**src/rtl/sdff_bank_r.sv**
```systemverilog
// sdff_bank_r: WIDTH x DEPTH scan register bank with one serial chain (SI -> SO) and a scan-length counter.
// Optional macro SDFF_BANK_NOTIFIER_EN adds a NOTIFIER input whose transitions poison every stage bit with X.
module sdff_bank_r #(
  parameter int WIDTH = 8,
  parameter int DEPTH = 2
) (
  input  logic             CK,
  input  logic             R,
  input  logic             EN,
  input  logic [WIDTH-1:0] D,
  input  logic             SE,
  input  logic             SI,
`ifdef SDFF_BANK_NOTIFIER_EN
  input  logic             NOTIFIER,
`endif
  output logic [WIDTH-1:0] Q,
  output logic [WIDTH-1:0] QN,
  output logic             SO,
  output logic             SCAN_DONE
);

  localparam int L  = WIDTH * DEPTH;
  localparam int CW = $clog2(L + 1);
  localparam logic [CW-1:0] L_CNT = CW'(L);

  // Flat chain: bit s*WIDTH+b is stage s, bit b; stage 0 sits at the low end.
  logic [L-1:0]  r_chain;
  logic [CW-1:0] r_cnt;
  logic          r_done;
  logic [L-1:0]  w_shift;
  logic [L-1:0]  w_cap;
  logic [CW-1:0] w_cnt_inc;

  always_comb begin
    w_shift    = '0;
    w_shift[0] = SI;
    for (int i = 1; i < L; i++) begin
      w_shift[i] = r_chain[i-1];
    end
    w_cap            = '0;
    w_cap[WIDTH-1:0] = D;
    for (int s = 1; s < DEPTH; s++) begin
      w_cap[s*WIDTH +: WIDTH] = r_chain[(s-1)*WIDTH +: WIDTH];
    end
    w_cnt_inc = (r_cnt == L_CNT) ? r_cnt : r_cnt + CW'(1);
  end

`ifdef SDFF_BANK_NOTIFIER_EN
  logic r_ntf_q;
  always @(posedge CK or posedge R or edge NOTIFIER) begin
`else
  always_ff @(posedge CK or posedge R) begin
`endif
    if (R) begin
      r_chain <= '0;
      r_cnt   <= '0;
      r_done  <= 1'b0;
`ifdef SDFF_BANK_NOTIFIER_EN
      r_ntf_q <= NOTIFIER;
    end else if (NOTIFIER !== r_ntf_q) begin
      r_ntf_q <= NOTIFIER;
      r_chain <= 'x;
      r_done  <= 1'bx;
`endif
    end else begin
      // Unknown SE/EN land in the default arms so the flops go X rather than merge.
      case (SE)
        1'b1: begin
          r_chain <= w_shift;
          r_cnt   <= w_cnt_inc;
          r_done  <= (w_cnt_inc == L_CNT);
        end
        1'b0: begin
          r_cnt  <= '0;
          r_done <= 1'b0;
          case (EN)
            1'b1: r_chain <= w_cap;
            1'b0: r_chain <= r_chain;
            default: begin
              r_chain <= 'x;
              r_cnt   <= 'x;
              r_done  <= 1'bx;
            end
          endcase
        end
        default: begin
          r_chain <= 'x;
          r_cnt   <= 'x;
          r_done  <= 1'bx;
        end
      endcase
    end
  end

  assign Q         = r_chain[(DEPTH-1)*WIDTH +: WIDTH];
  assign QN        = ~Q;
  assign SO        = r_chain[L-1];
  assign SCAN_DONE = r_done;

endmodule

```
**config.mk**
```make
export PLATFORM = sky130hd
export DESIGN_NAME = sdff_bank_r
export DESIGN_NICKNAME = d
export VERILOG_FILES = /design/src/rtl/sdff_bank_r.sv
export SDC_FILE = /design/constraint.sdc
export NUM_CORES = 1
export LEC_CHECK = 0
export BUFFER_PORTS_ARGS = -buffer_cell sky130_fd_sc_hd__buf_2
export CORE_MARGIN = 4
export CORE_UTILIZATION = 46
export DETAILED_ROUTE_END_ITERATION = 7
export PLACE_DENSITY = 0.84
export RECOVER_POWER = 50
export SLEW_MARGIN = 0
export SYNTH_ARGS = -nofsm -noshare
export SYNTH_HDL_FRONTEND = slang
export SYNTH_SLANG_ARGS = --single-unit
```
**constraint.sdc**
```tcl
create_clock -name CK -period 1.4 [get_ports CK]
set_clock_uncertainty 0.1 [all_clocks]
set_input_delay 0.07 -clock CK [delete_from_list [all_inputs] [get_ports CK]]
set_output_delay 0.07 -clock CK [all_outputs]
set_load 0.01 [all_outputs]
```
==> results of run 1 <==
metrics by stage:
step | cell area, sq um | utilization, % | power [uW] | TNS (ns)
2_1_floorplan | 1200 | - | 1030 | 0
3_3_place_gp | 1300 | 52.5 | 1100 | 0
3_5_place_dp | 1300 | 52.5 | 1120 | -0.0440
4_1_cts | 1490 | 60.3 | 1520 | 0
5_1_grt | 1530 | 61.9 | 1630 | -0.116
6_report | 1530 | 61.9 | 1530 | 0
critical path, stage by stage (launching register included):
cell	delay, ns
dfrtp_2	0.47
buf_4	0.15
buf_4	0.12
buf_4	0.12
nand3_1	0.09
xnor2_1	0.08
and2_1	0.16
routing by layer:
layer	vias to the layer above	share of wire [%]	track usage, %	routed length [um]
met5	-	0	0	0
met4	0	4.0	12.0	105
met3	10	4.3	1.53	113
met2	26	48	24.9	1270
met1	468	44	21.7	1150
li1	474	-	-	-
logic make-up (layout without fill, tap and decap cells):
group	after synthesis	count (layout)
xor+xnor	4	4
fa+ha+maj	2	2
mux	17	17
simple gates	30	30
buf+inv	26	67
compound gates	20	20
flops	22	22
area by class of cell:
cell class              instances  area [sq um]
clock buffers                   4          36.3
fillers                       199           945
inverters                      11          41.3
multi-input cells              73           524
flip-flops and latches         22           553
well taps                      30          37.5
repair buffers                 52           340
timing repair:
| item | in CTS | in global routing |
|---|---|---|
| endpoints found under the hold margin | 33 | 1 |
| hold buffers | 11 | 1 |
| pin swaps | 2 | 1 |
| buffers inserted | 4 | 4 |
| endpoints found under the setup margin | 3 | 5 |
| gates resized for setup | 4 | 5 |
registers in the layout, indices dropped and copies added, names as in the netlist:
| signal | cells |
|---|---|
| r_chain | 16 |
| SCAN_DONE | 1 |
| r_cnt | 5 |
placed cells by master, fill, tap and decap left out, drive strengths merged, types with 2 or more instances in the layout:
| cell | synthesis | layout |
|---|---|---|
| nor2 | 2 | 2 |
| a21oi | 2 | 2 |
| dfrtp | 22 | 22 |
| o21ai | 16 | 16 |
| ha | 2 | 2 |
| nand2 | 17 | 17 |
| buf | 14 | 40 |
| nor2b | 3 | 3 |
| dlygate4sd3 | 0 | 11 |
| nand3 | 2 | 2 |
| xnor2 | 3 | 3 |
| and2 | 2 | 2 |
| mux2i | 17 | 17 |
| clkbuf | 1 | 5 |
| inv | 11 | 11 |
power groups by stage:
stage | combinational [uW] | sequential (uW) | clock (uW)
final | 392 | 787 | 356
after global routing | 431 | 798 | 397
after CTS | 375 | 777 | 365
after detailed placement | 323 | 792 | 0
after global placement | 317 | 785 | 0
after floorplan | 262 | 773 | 0
how the worst min path moves through the flow:
stage / start / endpoint
floorplan: R / SCAN_DONE
global placement: R / r_cnt[4]
detailed placement: R / SCAN_DONE
CTS: D[2] / r_chain[2]
global route: D[2] / r_chain[2]
finish: D[2] / r_chain[2]
==> results.py, run 1 <==
metrics = {
    "drt": {
        "ant_nets": 0,
        "routed_via_density": 5.09,
        "first_pass_iters": 4,
        "drtIter0Drc": 18,
        "wirelength_um": 2630,
        "drc": 0,
        "drt-wirelength-per-cell_um": 13.7,
        "dr_total_vias": 978,
    },
    "cells_and_area": {
        "insertedDiodeCount": 0,
        "drive_gt1_share_pct": 32.7,
        "nNetsFinal": 178,
        "layoutNonFillerInstCount": 192,
        "area_growth_pct": 28.1,
    },
    "global_routing": {
        "antenna_found_initial": 0,
        "grt_pass1_wl_um": 4280,
        "grt.total_usage_pct": 16.4,
        "grt.overflow.total": 0,
        "grt_max_degree": 28,
        "grt_pass1_vias": 916,
    },
    "synthesis": {
        "synthMuxAreaShare_pct": 14.2,
        "synth-edff-count": 0,
        "netlist_area_sq_um": 1200,
        "synth_fa_ha_area_share_pct": 2.09,
        "netlist_instances": 121,
        "synth_async_sr_flop_share_pct": 100,
        "synth.distinct_cells": 25,
        "synth-xor-area-share_pct": 2.93,
        "ys_seq_area_share_pct": 46.0,
        "syn_area_per_cell_sq_um": 9.89,
        "ys_warn_count": 0,
        "synth_top_family_by_area": "multiplexers",
        "ys_ff_latch": 22,
        "synth_commonest_cells": "22 x dfrtp_1, 17 x mux2i_1, 17 x nand2_1",
        "syn_nets": 136,
        "synth_area_leaders": "dfrtp_1 46%, mux2i_1 14%, buf_4 6.3%",
        "synth_top_area_cell": "dfrtp_1",
        "synth.most_common_cell": "dfrtp_1",
        "synth_flop_cell": "dfrtp_1",
        "synth_compound_area_share_pct": 8.68,
        "synth_top_area_share_pct": 46.0,
        "synthSimpleGateAreaFrac_pct": 13.8,
    },
    "critical_path": {
        "rr_worst_depth": 6,
        "regToRegSetupSlack_ns": 0.003,
        "reg2reg_to": "r_cnt[3]",
        "crit_end": "r_cnt[3]",
        "worstPathArrival_ns": 1.52,
        "r2r-start": "r_cnt[0]",
        "cp-start-kind": "flip-flop",
        "critical_path_peak_fanout": 3,
        "worstSetupStartpoint": "r_cnt[0]",
        "worstSetupEndpointType": "flip-flop",
        "critical_path_class": "flip-flop to flip-flop",
        "required_ns": 1.52,
    },
    "sta": {
        "setup_slack_ns": 0.00269,
        "rsz0062_at_grt": "true",
        "clock.fmax_mhz": 716,
        "drv_slew": 0,
        "period_share_pct": 99.8,
        "setup_violations": 0,
        "hold_viol_final": 1,
        "tightest_slew_ns": 0.566,
        "slew_headroom_pct": 62.2,
        "hold_ws_ns": -0.0151,
        "period_minus_slack_ns": 1.40,
    },
    "pwr": {
        "ir_drop_mv": 0.631,
        "p_int_uw": 1070,
        "leakage_uw": 0.000764,
        "combPwrFrac_pct": 25.5,
        "pwr-share-seq_pct": 51.3,
        "p_sw_share_pct": 30.5,
        "switchingPower_uw": 469,
        "clock_power_share_pct": 23.2,
        "p_per_area_nw_per_um2": 1000,
    },
    "floorplanning": {
        "start_util_pct": 48.3,
        "die_area_sq_um": 3480,
        "die-width_um": 59.0,
        "die_h_um": 59.0,
        "num_rows": 18,
        "io_pins": 31,
        "core_sq_um": 2480,
    },
    "placed_design": {
        "dp_slack_ns": -0.0440,
        "gp_congestion": 0.726,
        "post-dp-hpwl_um": 1560,
        "port_buffers": 30,
        "dp_cells": 169,
    },
    "job": {
        "cap_viol_max_count": 0,
    },
    "outcome": {
        "violations": "hold timing",
        "status": "finished with violations",
    },
    "cts": {
        "cts_buffers": 3,
        "cts_htree_levels": 1,
        "root_buffer": "clkbuf_4",
        "cts.sinks": 22,
        "clk_pin_slew_ns": 0.12,
        "clock_latency_ns": 0.31,
        "tritoncts": "built",
        "max-clock-path-buffers": 2,
    },
    "hold_path": {
        "hp-class": "input pin to flip-flop",
        "holdPathStages": 3,
    },
}
Note: power is estimated with default switching activity, not from simulation.
==> run 2, diff against run 1 <==
- ABC_AREA: unset -> 1
- CORE_UTILIZATION: 46 -> 45
- PLACE_DENSITY: 0.84 -> 0.83
==> results.py, run 2 <==
metrics = {
    "cells_and_area": {
        "stdcell_area_sq_um": 1440,
        "top_register": "r_chain",
        "drive_gt1_share_pct": 36.7,
        "final_common_cell": "buf_2",
        "insertedDiodeCount": 0,
        "mostFrequentLayoutCells": "30 x buf_2, 27 x nand2_1, 20 x dfrtp_1",
        "largest_reg_flops": 16,
        "layoutNonFillerInstCount": 194,
        "area_growth_pct": 30.0,
        "nNetsFinal": 182,
        "final_core_util_pct": 63.3,
        "nFillCells": 198,
    },
    "placed_design": {
        "port_buffers": 30,
        "dpl_cell_area_sq_um": 1220,
        "dp_slack_ns": 0.0330,
        "post-dp-hpwl_um": 1780,
        "gp_congestion": 0.767,
        "dp_cells": 178,
    },
    "cts": {
        "cts.sinks": 22,
        "clock_latency_ns": 0.32,
        "root_buffer": "clkbuf_4",
        "cts_htree_levels": 1,
        "max-clock-path-buffers": 2,
        "tritoncts": "built",
        "cts_buffers": 3,
        "clk_pin_slew_ns": 0.12,
    },
    "hold_path": {
        "hp-start": "SE",
        "holdPathStages": 3,
        "hp-class": "input pin to flip-flop",
        "min_to": "r_chain[5]",
    },
    "critical_path": {
        "cp-start-kind": "flip-flop",
        "cpLargestDelayFamily": "flip-flops",
        "crit_chain": "inv_2 -> ha_4 -> nand2_2 -> inv_4 -> nand2_4 -> nand2_2 -> nand2_2 -> nand3_2 -> nor2_1",
        "worstSetupEndpointType": "flip-flop",
        "r2r-start": "r_cnt[1]",
        "crit_buf_inv": 2,
        "worst_path_most_repeated_cell": "nand2_2",
        "worstSetupStartpoint": "r_cnt[1]",
        "regToRegSetupSlack_ns": 0.07,
        "cp_slowest_cell": "dfrtp_2",
        "critical_path_peak_fanout": 3,
        "reg2reg_to": "SCAN_DONE",
        "critical_path_class": "flip-flop to flip-flop",
        "slowest_delay_ns": 0.47,
        "required_ns": 1.53,
        "rr_worst_depth": 9,
        "cp.depth": 9,
        "worstPathArrival_ns": 1.46,
    },
    "floorplanning": {
        "io_pins": 31,
        "start_util_pct": 48.7,
        "die_area_sq_um": 3320,
        "die_h_um": 57.6,
        "die-width_um": 57.6,
        "num_rows": 17,
        "core_sq_um": 2280,
    },
    "sta": {
        "clock.fmax_mhz": 750,
        "hold_viol_final": 0,
        "slew_headroom_pct": 64.7,
        "tightest_slew_ns": 0.529,
        "drv_slew": 0,
        "period_share_pct": 95.2,
        "period_minus_slack_ns": 1.33,
        "setup_slack_ns": 0.0668,
        "hold_ws_ns": 0.0378,
        "setup_violations": 0,
    },
    "synthesis": {
        "netlist_area_sq_um": 1110,
        "synth_async_sr_flop_share_pct": 100,
        "synth_flop_cell": "dfrtp_1",
        "ys_seq_area_share_pct": 49.7,
        "synth.distinct_cells": 21,
        "ys_ff_latch": 22,
        "syn_area_per_cell_sq_um": 8.59,
        "synth-xor-area-share_pct": 0,
        "syn_nets": 144,
        "synth_top_family_by_area": "simple AND/OR/NAND/NOR gates",
        "synth_area_leaders": "dfrtp_1 50%, nand2_1 11%, buf_4 6.8%",
        "netlist_instances": 129,
        "synth_commonest_cells": "33 x nand2_1, 22 x dfrtp_1, 16 x inv_1",
        "ys_warn_count": 0,
        "synth-edff-count": 0,
        "synth_top_area_cell": "dfrtp_1",
        "synth_fa_ha_area_share_pct": 2.26,
        "synth_compound_area_share_pct": 10.2,
        "synth.most_common_cell": "nand2_1",
        "synthSimpleGateAreaFrac_pct": 23.1,
        "synth_top_area_share_pct": 49.7,
        "synthMuxAreaShare_pct": 0,
    },
    "pwr": {
        "ir_drop_mv": 0.727,
        "clock_power_share_pct": 23.4,
        "p_sw_share_pct": 31.0,
        "pwr-share-seq_pct": 51.7,
        "p_per_area_nw_per_um2": 1040,
        "p_int_uw": 1030,
        "leakage_uw": 0.000731,
        "combPwrFrac_pct": 24.9,
        "switchingPower_uw": 465,
    },
    "drt": {
        "drtIter0Drc": 46,
        "drc": 0,
        "drt-wirelength-per-cell_um": 13.1,
        "ant_nets": 0,
        "routed_via_density": 5.15,
        "dr_total_vias": 1000,
        "wirelength_um": 2540,
        "first_pass_iters": 5,
    },
    "outcome": {
        "status": "complete, no violations",
    },
    "global_routing": {
        "grt_max_degree": 23,
        "grt.total_usage_pct": 16.2,
        "grt_pass1_vias": 1022,
        "grt_pass1_wl_um": 4210,
        "grt.overflow.total": 0,
        "antenna_found_initial": 0,
    },
    "job": {
        "cap_viol_max_count": 0,
    },
}
==> run 2: routing by layer <==
| metal | share of wire (%) | vias to the layer above | GRT usage (%) |
|---|---|---|---|
| met2 | 53 | 37 | 29.7 |
| li1 | - | 485 | - |
| met5 | 0 | - | 0 |
| met1 | 38 | 469 | 17.5 |
| met3 | 5.8 | 9 | 3.34 |
| met4 | 2.8 | 0 | 8.28 |
==> run 2: power by group through the flow <==
stage	registers (uW)	logic (uW)	clock network (uW)
after floorplan	766	248	0
after global placement	777	312	0
after detailed placement	781	325	0
after CTS	769	348	365
after global routing	785	417	389
final	775	374	351
==> run 2: worst reg2reg max path, cell delays in order (launching register included) <==
cell and delay, ns:
dfrtp_2 0.47, inv_2 0.10, ha_4 0.13, nand2_2 0.06, inv_4 0.08, nand2_4 0.06, nand2_2 0.08, nand2_2 0.07
nand3_2 0.05, nor2_1 0.04
==> run 2: cell families (layout without fill, tap and decap cells) <==
kind of cell | Yosys count | after routing
simple gates | 58 | 58
buf+inv | 29 | 66
flops | 22 | 22
compound gates | 18 | 18
fa+ha+maj | 2 | 2
==> run 2: stage by stage <==
stage | setup TNS (ns) | total power, uW
floorplan | 0 | 1010
global placement | 0 | 1090
detailed placement | 0 | 1110
CTS | 0 | 1480
global route | -0.0343 | 1590
finish | 0 | 1500
==> run 2: repair_timing <==
item	CTS	global route
setup buffers	0	2
hold endpoints to repair	30	0
resized for setup	0	22
hold buffers	10	0
setup endpoints to repair	0	4
==> run 2: cell type report <==
cell class | count | area [sq um] | area share [%]
inverters | 18 | 77.6 | 5.38
multi-input cells | 78 | 462 | 32.0
clock buffers | 4 | 36.3 | 2.52
well taps | 28 | 35.0 | 2.43
repair buffers | 44 | 278 | 19.3
flip-flops and latches | 22 | 553 | 38.4
==> run 2: worst max-delay path by stage <==
stage | end | slack, ns
after CTS | SCAN_DONE | 0.01
after detailed placement | SCAN_DONE | 0.03
final | SCAN_DONE | 0.07
after global placement | SCAN_DONE | 0.15
after global routing | SCAN_DONE | -0.02
after floorplan | SCAN_DONE | 0.19
==> run 3, diff against run 2 <==
- CORE_UTILIZATION: 45 -> 25
- PLACE_DENSITY: 0.83 -> 0.56
==> results.py, run 3 (synthesis gave the netlist of run 2 again) <==
metrics = {
    "outcome": {
        "status": "complete, no violations",
    },
    "critical_path": {
        "required_ns": 1.45,
        "cpLargestDelayFamily": "buffers and inverters",
        "critical_path_class": "input pin to flip-flop",
        "crit_buf_inv": 3,
        "r2r-start": "r_cnt[0]",
        "worstSetupEndpointType": "flip-flop",
        "crit_chain": "dlygate4sd3_1 -> buf_2 -> nand2_1 -> nand3_1 -> dlygate4sd3_1",
        "cp_slowest_cell": "dlygate4sd3_1",
        "slowest_delay_ns": 0.55,
        "worst_path_most_repeated_cell": "dlygate4sd3_1",
        "worstPathArrival_ns": 1.38,
        "critical_path_peak_fanout": 1,
        "worstSetupStartpoint": "SI",
        "cp-start-kind": "input pin",
    },
    "floorplanning": {
        "start_util_pct": 26.8,
        "num_rows": 23,
        "die_h_um": 74.6,
        "io_pins": 31,
        "core_sq_um": 4140,
        "die-width_um": 74.6,
        "die_area_sq_um": 5560,
    },
    "drt": {
        "first_pass_iters": 4,
        "drtIter0Drc": 82,
        "ant_nets": 0,
        "wirelength_um": 2490,
        "drc": 0,
        "drt-wirelength-per-cell_um": 11.6,
        "routed_via_density": 4.37,
        "dr_total_vias": 936,
    },
    "sta": {
        "period_minus_slack_ns": 1.33,
        "hold_viol_final": 0,
        "period_share_pct": 95.3,
        "slew_headroom_pct": 63.2,
        "clock.fmax_mhz": 750,
        "tightest_slew_ns": 0.553,
        "hold_ws_ns": 0.0888,
        "drv_slew": 0,
        "setup_slack_ns": 0.0659,
        "setup_violations": 0,
    },
    "cells_and_area": {
        "nNetsFinal": 180,
        "top_register": "r_chain",
        "insertedDiodeCount": 0,
        "mostFrequentLayoutCells": "31 x nand2_1, 30 x buf_2, 22 x dfrtp_1",
        "register_area_sq_um": 551,
        "layoutNonFillerInstCount": 214,
        "drive_gt1_share_pct": 27.4,
        "final_common_cell": "nand2_1",
        "area_growth_pct": 26.7,
        "multiInputGateArea_sq_um": 399,
        "largest_reg_flops": 16,
        "nFillCells": 460,
    },
    "job": {
        "cap_viol_max_count": 0,
    },
    "cts": {
        "cts.sinks": 22,
        "clock_latency_ns": 0.26,
        "cts_htree_levels": 1,
        "tritoncts": "built",
        "clk_pin_slew_ns": 0.08,
        "cts_buffers": 3,
        "cts_setup_buffers": 0,
        "root_buffer": "clkbuf_8",
        "max-clock-path-buffers": 2,
    },
    "global_routing": {
        "grt_pass1_vias": 998,
        "grt.overflow.total": 0,
        "grt_pass1_wl_um": 4460,
        "grt.total_usage_pct": 10.2,
        "grt_max_degree": 23,
        "antenna_found_initial": 0,
    },
    "placed_design": {
        "gp_congestion": 0.828,
        "dp_slack_ns": 0.0963,
        "dp_cells": 200,
        "post-dp-hpwl_um": 1820,
        "port_buffers": 30,
    },
    "pwr": {
        "ir_drop_mv": 0.488,
        "leakage_uw": 0.000722,
        "p_per_area_nw_per_um2": 1110,
        "total_power_uw": 1560,
    },
    "hold_path": {
        "hp-class": "input pin to flip-flop",
        "hp-start": "EN",
    },
}
-- run 3: cell types whose count changed in the layout (fill, tap and decap cells not counted), moves of 2 or more --
| cell | previous run | this run |
|---|---|---|
| nand2_2 | 5 | 2 |
| nand2_1 | 27 | 31 |
| clkbuf_4 | 3 | 0 |
| dfrtp_2 | 2 | 0 |
| ha_1 | 0 | 2 |
| nand3_2 | 4 | 0 |
| nand3_1 | 7 | 11 |
| dfrtp_1 | 20 | 22 |
| buf_4 | 3 | 1 |
| clkbuf_8 | 1 | 4 |
| ha_4 | 2 | 0 |
-- run 3: cell type report --
cell class / instances / share of cell area (%)
tap: 50 / 4.45
multi-input combinational: 78 / 28.4
sequential: 22 / 39.2
inverter: 18 / 5.34
clock buffer: 4 / 3.92
timing repair buffer: 42 / 18.7
-- run 3: power breakdown --
| group | internal [uW] | total, uW | switching [uW] | leakage [uW] |
|---|---|---|---|---|
| registers | 707 | 770 | 63.6 | 0.000272 |
| logic | 151 | 341 | 190 | 0.000422 |
| clock network | 250 | 450 | 200 | 0.0000288 |
-- run 3: stage by stage --
step                      util [%]  setup TNS (ns)  instance area, sq um
final                         33.9               0                  1410
after global routing          33.9       -0.000117                  1410
after CTS                     33.8               0                  1400
after detailed placement      30.1               0                  1250
after global placement        30.1               0                  1250
after floorplan                  -               0                  1110
-- run 3: final timing paths --
path,endpoint,slack (ns),cells past startpoint
max in group asynchronous,SCAN_DONE,0.45,4
setup reg to reg,SCAN_DONE,0.09,5
min in group asynchronous,r_chain[9],0.38,4
hold reg to reg,r_chain[1],0.43,2
setup / recovery,r_chain[0],0.07,5
hold / removal,r_chain[8],0.09,3
-- run 3: timing repair --
item / CTS / global route
setup endpoints to repair: 0 / 3
hold endpoints to repair: 30 / 0
hold buffers: 10 / 0
gates resized for setup: 0 / 4
-- run 3: worst min-delay path, stage by stage --
cell     delay, ns
buf_2         0.15
nor2_4        0.06
a21oi_1       0.13
-- run 3: routing by layer --
metal	share of wire, %	GRT usage, %	vias up
met2	47	18.0	29
met4	0.76	1.78	0
met1	46	12.9	427
met3	5.4	2.43	3
met5	0	0	-
li1	-	-	477
